==> config.mk <==
export PLATFORM = sky130hd
export DESIGN_NAME = fir_sample_serializer
export DESIGN_NICKNAME = d
export VERILOG_FILES = /design/src/rtl/fir_sample_serializer.sv
export SDC_FILE = /design/constraint.sdc
export NUM_CORES = 1
export LEC_CHECK = 0
export CORE_MARGIN = 2
export CORE_UTILIZATION = 33
export CTS_CLUSTER_DIAMETER = 120
export DETAILED_ROUTE_END_ITERATION = 10
export PLACE_DENSITY = 0.53
export SETUP_SLACK_MARGIN = 0.02
export SYNTH_ARGS = -nofsm -noshare
export SYNTH_HDL_FRONTEND = slang
export SYNTH_SLANG_ARGS = --single-unit
==> constraint.sdc <==
create_clock -name i_clk -period 3.4 [get_ports i_clk]
set_input_delay 0.51 -clock i_clk [delete_from_list [all_inputs] [get_ports i_clk]]
set_output_delay 0.51 -clock i_clk [all_outputs]
set_load 0.03 [all_outputs]
==> src/rtl/fir_sample_serializer.sv <==
// fir_sample_serializer
//
// Transmit-side partner of the fir_filter sample interface. Parallel samples
// arrive on the i_en/iv_din strobe interface and are buffered in a small FIFO.
// They leave as a continuous left-justified serial stream made of a bit clock,
// a word select and serial data, for an external DAC or codec. Back-to-back
// words are gapless, so the word period is exactly DATA_WIDTH*CLK_DIV cycles.
//
// Parameters:
//   DATA_WIDTH - sample width in bits; one word is DATA_WIDTH serial bits
//   FIFO_DEPTH - sample buffer entries (power of two, >= 2)
//   CLK_DIV    - i_clk cycles per serial bit (even, >= 2)
//
// Ports:
//   i_clk      - system clock; all logic runs on its rising edge
//   i_rst      - synchronous reset, active low
//   i_en       - sample strobe; iv_din is valid in the same cycle
//   iv_din     - parallel two's complement sample
//   o_full     - FIFO full (registered); strobes are dropped while it is high
//   o_busy     - serializer is not idle
//   o_sck      - serial bit clock
//   o_ws       - word select; toggles on the first bit of each word
//   o_sd       - serial data (MSB first by default)
//   o_overflow - one-cycle pulse when a strobe was dropped
//   o_underrun - one-cycle pulse when a word ended with the FIFO empty
//
// Build option:
//   FIR_SER_LSB_FIRST_EN - when defined, each word is shifted LSB first.
//                          Framing and timing are the same in both builds.

module fir_sample_serializer #(
  parameter int DATA_WIDTH = 24,
  parameter int FIFO_DEPTH = 4,
  parameter int CLK_DIV    = 4
) (
  input  logic                  i_clk,
  input  logic                  i_rst,
  input  logic                  i_en,
  input  logic [DATA_WIDTH-1:0] iv_din,
  output logic                  o_full,
  output logic                  o_busy,
  output logic                  o_sck,
  output logic                  o_ws,
  output logic                  o_sd,
  output logic                  o_overflow,
  output logic                  o_underrun
);

  localparam int PTR_W = $clog2(FIFO_DEPTH);
  localparam int CNT_W = PTR_W + 1;
  localparam int PH_W  = $clog2(CLK_DIV);
  localparam int BIT_W = $clog2(DATA_WIDTH);

  localparam logic [CNT_W-1:0] DEPTH_C   = CNT_W'(FIFO_DEPTH);
  localparam logic [PH_W-1:0]  LAST_PH   = PH_W'(CLK_DIV - 1);
  localparam logic [PH_W-1:0]  HALF_PH   = PH_W'(CLK_DIV / 2);
  localparam logic [BIT_W-1:0] LAST_BIT  = BIT_W'(DATA_WIDTH - 1);

  typedef enum logic [1:0] {
    IDLE,
    LOAD,
    SHIFT
  } state_t;

  state_t                state, state_nxt;
  logic [PH_W-1:0]       phase, phase_nxt;
  logic [BIT_W-1:0]      bit_cnt, bit_nxt;
  logic [DATA_WIDTH-1:0] shreg, shreg_nxt;
  logic                  ws_nxt, sd_nxt, sck_nxt, busy_nxt, underrun_nxt;

  logic [DATA_WIDTH-1:0] mem [FIFO_DEPTH];
  logic [PTR_W-1:0]      wr_ptr, rd_ptr;
  logic [CNT_W-1:0]      count, count_nxt;
  logic                  push, pop;
  logic [DATA_WIDTH-1:0] head;

  // Advance the shift register by one bit in the configured direction.
  function automatic logic [DATA_WIDTH-1:0] shift_word(input logic [DATA_WIDTH-1:0] w);
`ifdef FIR_SER_LSB_FIRST_EN
    return {1'b0, w[DATA_WIDTH-1:1]};
`else
    return {w[DATA_WIDTH-2:0], 1'b0};
`endif
  endfunction

  // Bit of the shift register currently presented on the serial line.
  function automatic logic lead_bit(input logic [DATA_WIDTH-1:0] w);
`ifdef FIR_SER_LSB_FIRST_EN
    return w[0];
`else
    return w[DATA_WIDTH-1];
`endif
  endfunction

  assign head = mem[rd_ptr];

  // A write into a full FIFO is dropped even when a pop happens in the same
  // cycle, because o_full is the registered flag and there is no bypass.
  assign push = i_en && !o_full;
  assign count_nxt = count + CNT_W'(push) - CNT_W'(pop);

  // Next-state and output logic. o_sd only changes when the phase counter
  // returns to 0 (sck falling), so the receiver samples on sck rising.
  always_comb begin
    state_nxt    = state;
    phase_nxt    = phase;
    bit_nxt      = bit_cnt;
    shreg_nxt    = shreg;
    ws_nxt       = o_ws;
    sd_nxt       = o_sd;
    underrun_nxt = 1'b0;
    pop          = 1'b0;

    case (state)
      IDLE: begin
        if (count != '0) state_nxt = LOAD;
      end
      LOAD: begin
        pop       = 1'b1;
        shreg_nxt = head;
        sd_nxt    = lead_bit(head);
        ws_nxt    = 1'b0;
        phase_nxt = '0;
        bit_nxt   = '0;
        state_nxt = SHIFT;
      end
      SHIFT: begin
        if (phase == LAST_PH) begin
          phase_nxt = '0;
          if (bit_cnt == LAST_BIT) begin
            // Word boundary: reload straight from the FIFO to keep the
            // stream gapless, or stop if nothing is waiting.
            if (count != '0) begin
              pop       = 1'b1;
              shreg_nxt = head;
              sd_nxt    = lead_bit(head);
              ws_nxt    = ~o_ws;
              bit_nxt   = '0;
            end else begin
              state_nxt    = IDLE;
              underrun_nxt = 1'b1;
              bit_nxt      = '0;
            end
          end else begin
            bit_nxt   = bit_cnt + BIT_W'(1);
            shreg_nxt = shift_word(shreg);
            sd_nxt    = lead_bit(shift_word(shreg));
          end
        end else begin
          phase_nxt = phase + PH_W'(1);
        end
      end
      default: state_nxt = IDLE;
    endcase

    sck_nxt  = (state_nxt == SHIFT) && (phase_nxt >= HALF_PH);
    busy_nxt = (state_nxt != IDLE);
  end

  // State, counters, FIFO bookkeeping and all registered outputs.
  always_ff @(posedge i_clk) begin
    if (!i_rst) begin
      state      <= IDLE;
      phase      <= '0;
      bit_cnt    <= '0;
      shreg      <= '0;
      count      <= '0;
      wr_ptr     <= '0;
      rd_ptr     <= '0;
      o_full     <= 1'b0;
      o_busy     <= 1'b0;
      o_sck      <= 1'b0;
      o_ws       <= 1'b0;
      o_sd       <= 1'b0;
      o_overflow <= 1'b0;
      o_underrun <= 1'b0;
    end else begin
      state      <= state_nxt;
      phase      <= phase_nxt;
      bit_cnt    <= bit_nxt;
      shreg      <= shreg_nxt;
      count      <= count_nxt;
      if (push) wr_ptr <= wr_ptr + PTR_W'(1);
      if (pop)  rd_ptr <= rd_ptr + PTR_W'(1);
      o_full     <= (count_nxt == DEPTH_C);
      o_busy     <= busy_nxt;
      o_sck      <= sck_nxt;
      o_ws       <= ws_nxt;
      o_sd       <= sd_nxt;
      o_overflow <= i_en && o_full;
      o_underrun <= underrun_nxt;
    end
  end

  // Sample storage needs no reset; the cleared count marks it empty.
  always_ff @(posedge i_clk) begin
    if (i_rst && push) mem[wr_ptr] <= iv_din;
  end

endmodule

==> flow_summary_export.csv, run 1 <==
group,metric,value,unit
die,start_util,0.3394,
worst_setup_path,cp_top_family,"adder cells",
pwr,powerDensity,753.4,mW/mm2
placed_design,gp_congestion,0.7406,
worst_setup_path,r2r-end,"o_full",
routing,drc,0,
layout,num-fill-cells,1577,
grt,grt_pass1_vias,3352,
placed_design,place_ws,0.2934,ns
clocking,cts_max_level,4,
placed_design,io_buffers,33,
timing,final.period_utilization,0.9123,
pwr,power,5.337,mW
synthesis,synthDistinctLibCells,46,
routing,vias_per_cell,5.015,
worst_setup_path,worstPathMaxFanout,8,
die,die_h,137.8,um
timing,fmax,0.3224,GHz
synthesis,syn_inst,374,
timing,max_slew.worst_pin.slew,0.9302,ns
worst_setup_path,cp_num_cells,12,
pwr,ir_drop,0.3425,mV
die,ios,34,
layout,fin_nets,451,
die,core_area,0.01742,mm2
synthesis,ys_warn_count,0,
die,core.rowCount,48,
worst_setup_path,r2r_slack,0.30,ns
routing,wl,11050,um
pwr,pwr-share-comb,0.216,
synthesis,avgSynthCellArea,15.81,um2
clocking,cts_tree,"built",
worst_setup_path,worst_ep_arrival_time,3.43,ns
worst_setup_path,reg2reg_depth,12,
timing,whs,0.4775,ns
worst_setup_path,path_buf_inv,3,
timing,slew_headroom,0.3799,
placed_design,hpwl,6362,um
layout,final_cell_mix,"edfxtp_1 (96), dfxtp_1 (47), clkdlybuf4s50_1 (33), mux2i_1 (25)",
clocking,cts_made_buffers,17,
die,die-area,0.01900,mm2
synthesis,synth_ff_type,"edfxtp_1",
routing,dr.pass1.iters,4,
clocking,cts.clk_slew.worst_paths,0.06,ns
routing,drt-wirelength-per-cell,17.03,um
synthesis,synth_edf_count,96,
grt,grt_overflow,0,
die,die_w,137.8,um
pwr,p_sw_frac,0.2887,
timing,hold_viol,0,
timing,rsz0062_at_grt,"false",
clocking,cts-root-buf,"clkbuf_16",
worst_hold_path,hp-class,"reg2reg",
worst_setup_path,critPathLaunch,"state[0]",
clocking,post-cts-setup-buffer-count,0,
worst_setup_path,worstPathRequired,3.73,ns
worst_setup_path,cp_slowest_cell,"ha_1",
routing,first_iter_violations,167,
clocking,clkLatencyLatePin,0.42,ns
pwr,seqPwrFrac,0.426,
worst_setup_path,worstSetupEndpoint,"o_full",
timing,fin_crit,3.102,ns
placed_design,dp_cells,617,
grt,antenna_found_initial,0,
layout,final_common_cell,"edfxtp_1",
layout,diodes,0,
worst_setup_path,crit_type,"reg2reg",
synthesis,synth_area,0.005912,mm2
timing,fin_skew,0.01409,ns
layout,area_growth,19.83,%
pwr,clockPowerShare,0.358,
grt,grt_pass1_wl,18130,um
worst_setup_path,end_kind,"register",
worst_setup_path,start_kind,"register",
flow_run,cap_violations,0,
placed_design,placed_area,0.006464,mm2
pwr,leakage,2.395,nW
worst_setup_path,path_cells,"inv_1, ha_1, inv_1, o41ai_4, ha_1, inv_1, ha_1, fa_1, xnor2_1, xnor2_1, and2_1, nor3b_1",
worst_setup_path,reg2reg_from,"state[0]",
synthesis,synth_nets,414,
synthesis,synth-seq-area-share,0.6502,
routing,postRouteAntennaNets,0,
timing,finalSetupViolations,0,
layout,drive_gt1_frac,0.2241,
pwr,p_switching,1.541,mW
grt,grt_use_total,0.1290,
layout,fin_util,0.4068,
layout,layout.cells.non_filler,649,
worst_setup_path,max_stage_delay,0.45,ns
pwr,p_int,3.796,mW
layout,stdcell_area,0.007084,mm2
timing,slew_viol_final,0,
timing,setup_slack,0.2982,ns
status,status,"complete, no violations",
timing,tns,0,ns
synthesis,ys_seq_elements,144,
clocking,clk_path_buf_depth,2,
synthesis,synth-async-reset-ratio,0,
grt,grt_max_degree,46,
clocking,cts.sinks,144,
routing,vias,3255,
registers in the layout, summed over array words and instances (netlist names), named ones only:
signal,count
mem,96
o_overflow,1
o_sd,1
shreg,23
wr_ptr,2
phase,1
o_full,1
o_ws,1
rd_ptr,2
state,2
count,3
o_busy,1
bit_cnt,5
o_underrun,1
o_sck,1
cell families after synthesis:
| kind of cell | Yosys count | synth area share |
|---|---|---|
| adders and majority gates | 13 | 0.02878 |
| xor gates and xnor gates | 4 | 0.005927 |
| buffers and inverters | 38 | 0.03238 |
| DFF | 144 | 0.6502 |
| AOI/OAI and AO/OA | 69 | 0.09270 |
| muxes | 49 | 0.1338 |
| and+or+nand+nor | 57 | 0.05630 |
final cells by class:
| class | count | area [um2] | area share |
|---|---|---|---|
| well taps | 225 | 281.5 | 0.03974 |
| multi-input cells | 192 | 1891 | 0.2669 |
| repair buffers | 44 | 412.9 | 0.05828 |
| flip-flops and latches | 144 | 3845 | 0.5427 |
| inverters | 12 | 45.04 | 0.006358 |
| clock inverters | 15 | 183.9 | 0.02596 |
| clock buffers | 17 | 425.4 | 0.06005 |
synth_stat cells (6+ instances only):
library cell  count  area share
nor2b_1           6      0.0063
a21oi_2          20       0.030
clkbuf_1         11      0.0070
a21oi_1           6      0.0051
nand2_1           9      0.0057
buf_2             8      0.0068
edfxtp_1         96        0.49
o31ai_1          24       0.030
ha_1             12       0.025
mux2i_1          25       0.042
nand3_1           6      0.0051
inv_1            12      0.0076
a21boi_0          7      0.0089
dfxtp_1          48        0.16
and3_1            7      0.0074
mux4_2           24       0.091
routing by layer:
| layer | wire length (um) | share of wire | global-route usage | vias to the layer above |
|---|---|---|---|---|
| li1 | - | - | - | 1528 |
| met1 | 5019 | 0.45 | 0.1617 | 1662 |
| met2 | 5611 | 0.51 | 0.2104 | 54 |
| met3 | 293 | 0.027 | 0.03348 | 11 |
| met4 | 129 | 0.012 | 0.05669 | 0 |
| met5 | 0 | 0 | 0 | - |
power by group through the flow:
stage                     logic (mW)  registers (mW)  clock network [mW]
after floorplan                0.913            2.27                   0
final                           1.15            2.28                1.91
after CTS                       1.16            2.28                1.95
after global placement          1.13            2.31                   0
after global routing            1.27            2.31                2.03
after detailed placement        1.15            2.31                   0
worst min-delay path by stage:
stage                          from       end  slack (ns)  depth (start not counted)
after floorplan            shreg[0]  shreg[0]        0.45                          2
after global placement    rd_ptr[1]  register        0.46                          2
after detailed placement   shreg[0]  shreg[0]        0.47                          2
after CTS                  shreg[0]  shreg[0]        0.49                          2
after global routing      rd_ptr[1]  register        0.52                          2
final                      shreg[0]  shreg[0]        0.48                          2
tightest hold or removal path: cells and delay by family (launching register included):
| family | cells | cell delay, ns |
|---|---|---|
| simple gates | 1 | 0.06 |
| flops | 1 | 0.31 |
| compound gates | 1 | 0.06 |
what timing repair did:
action	CTS	global route
endpoints found under the setup margin	0	1
hold buffers	0	0
resized for setup	0	1
No activity file was read; power rests on OpenSTA's default activity.
==> run 2: changes to the inputs <==
TNS_END_PERCENT = 50   (was not set)
==> results of run 2 <==
Final layout, timing and power as in run 1 (identical DEF).
==> run 3: changes to the inputs <==
CAP_MARGIN = 20   (was not set)
==> results of run 3 <==
Final layout, timing and power as in run 1 (identical DEF).
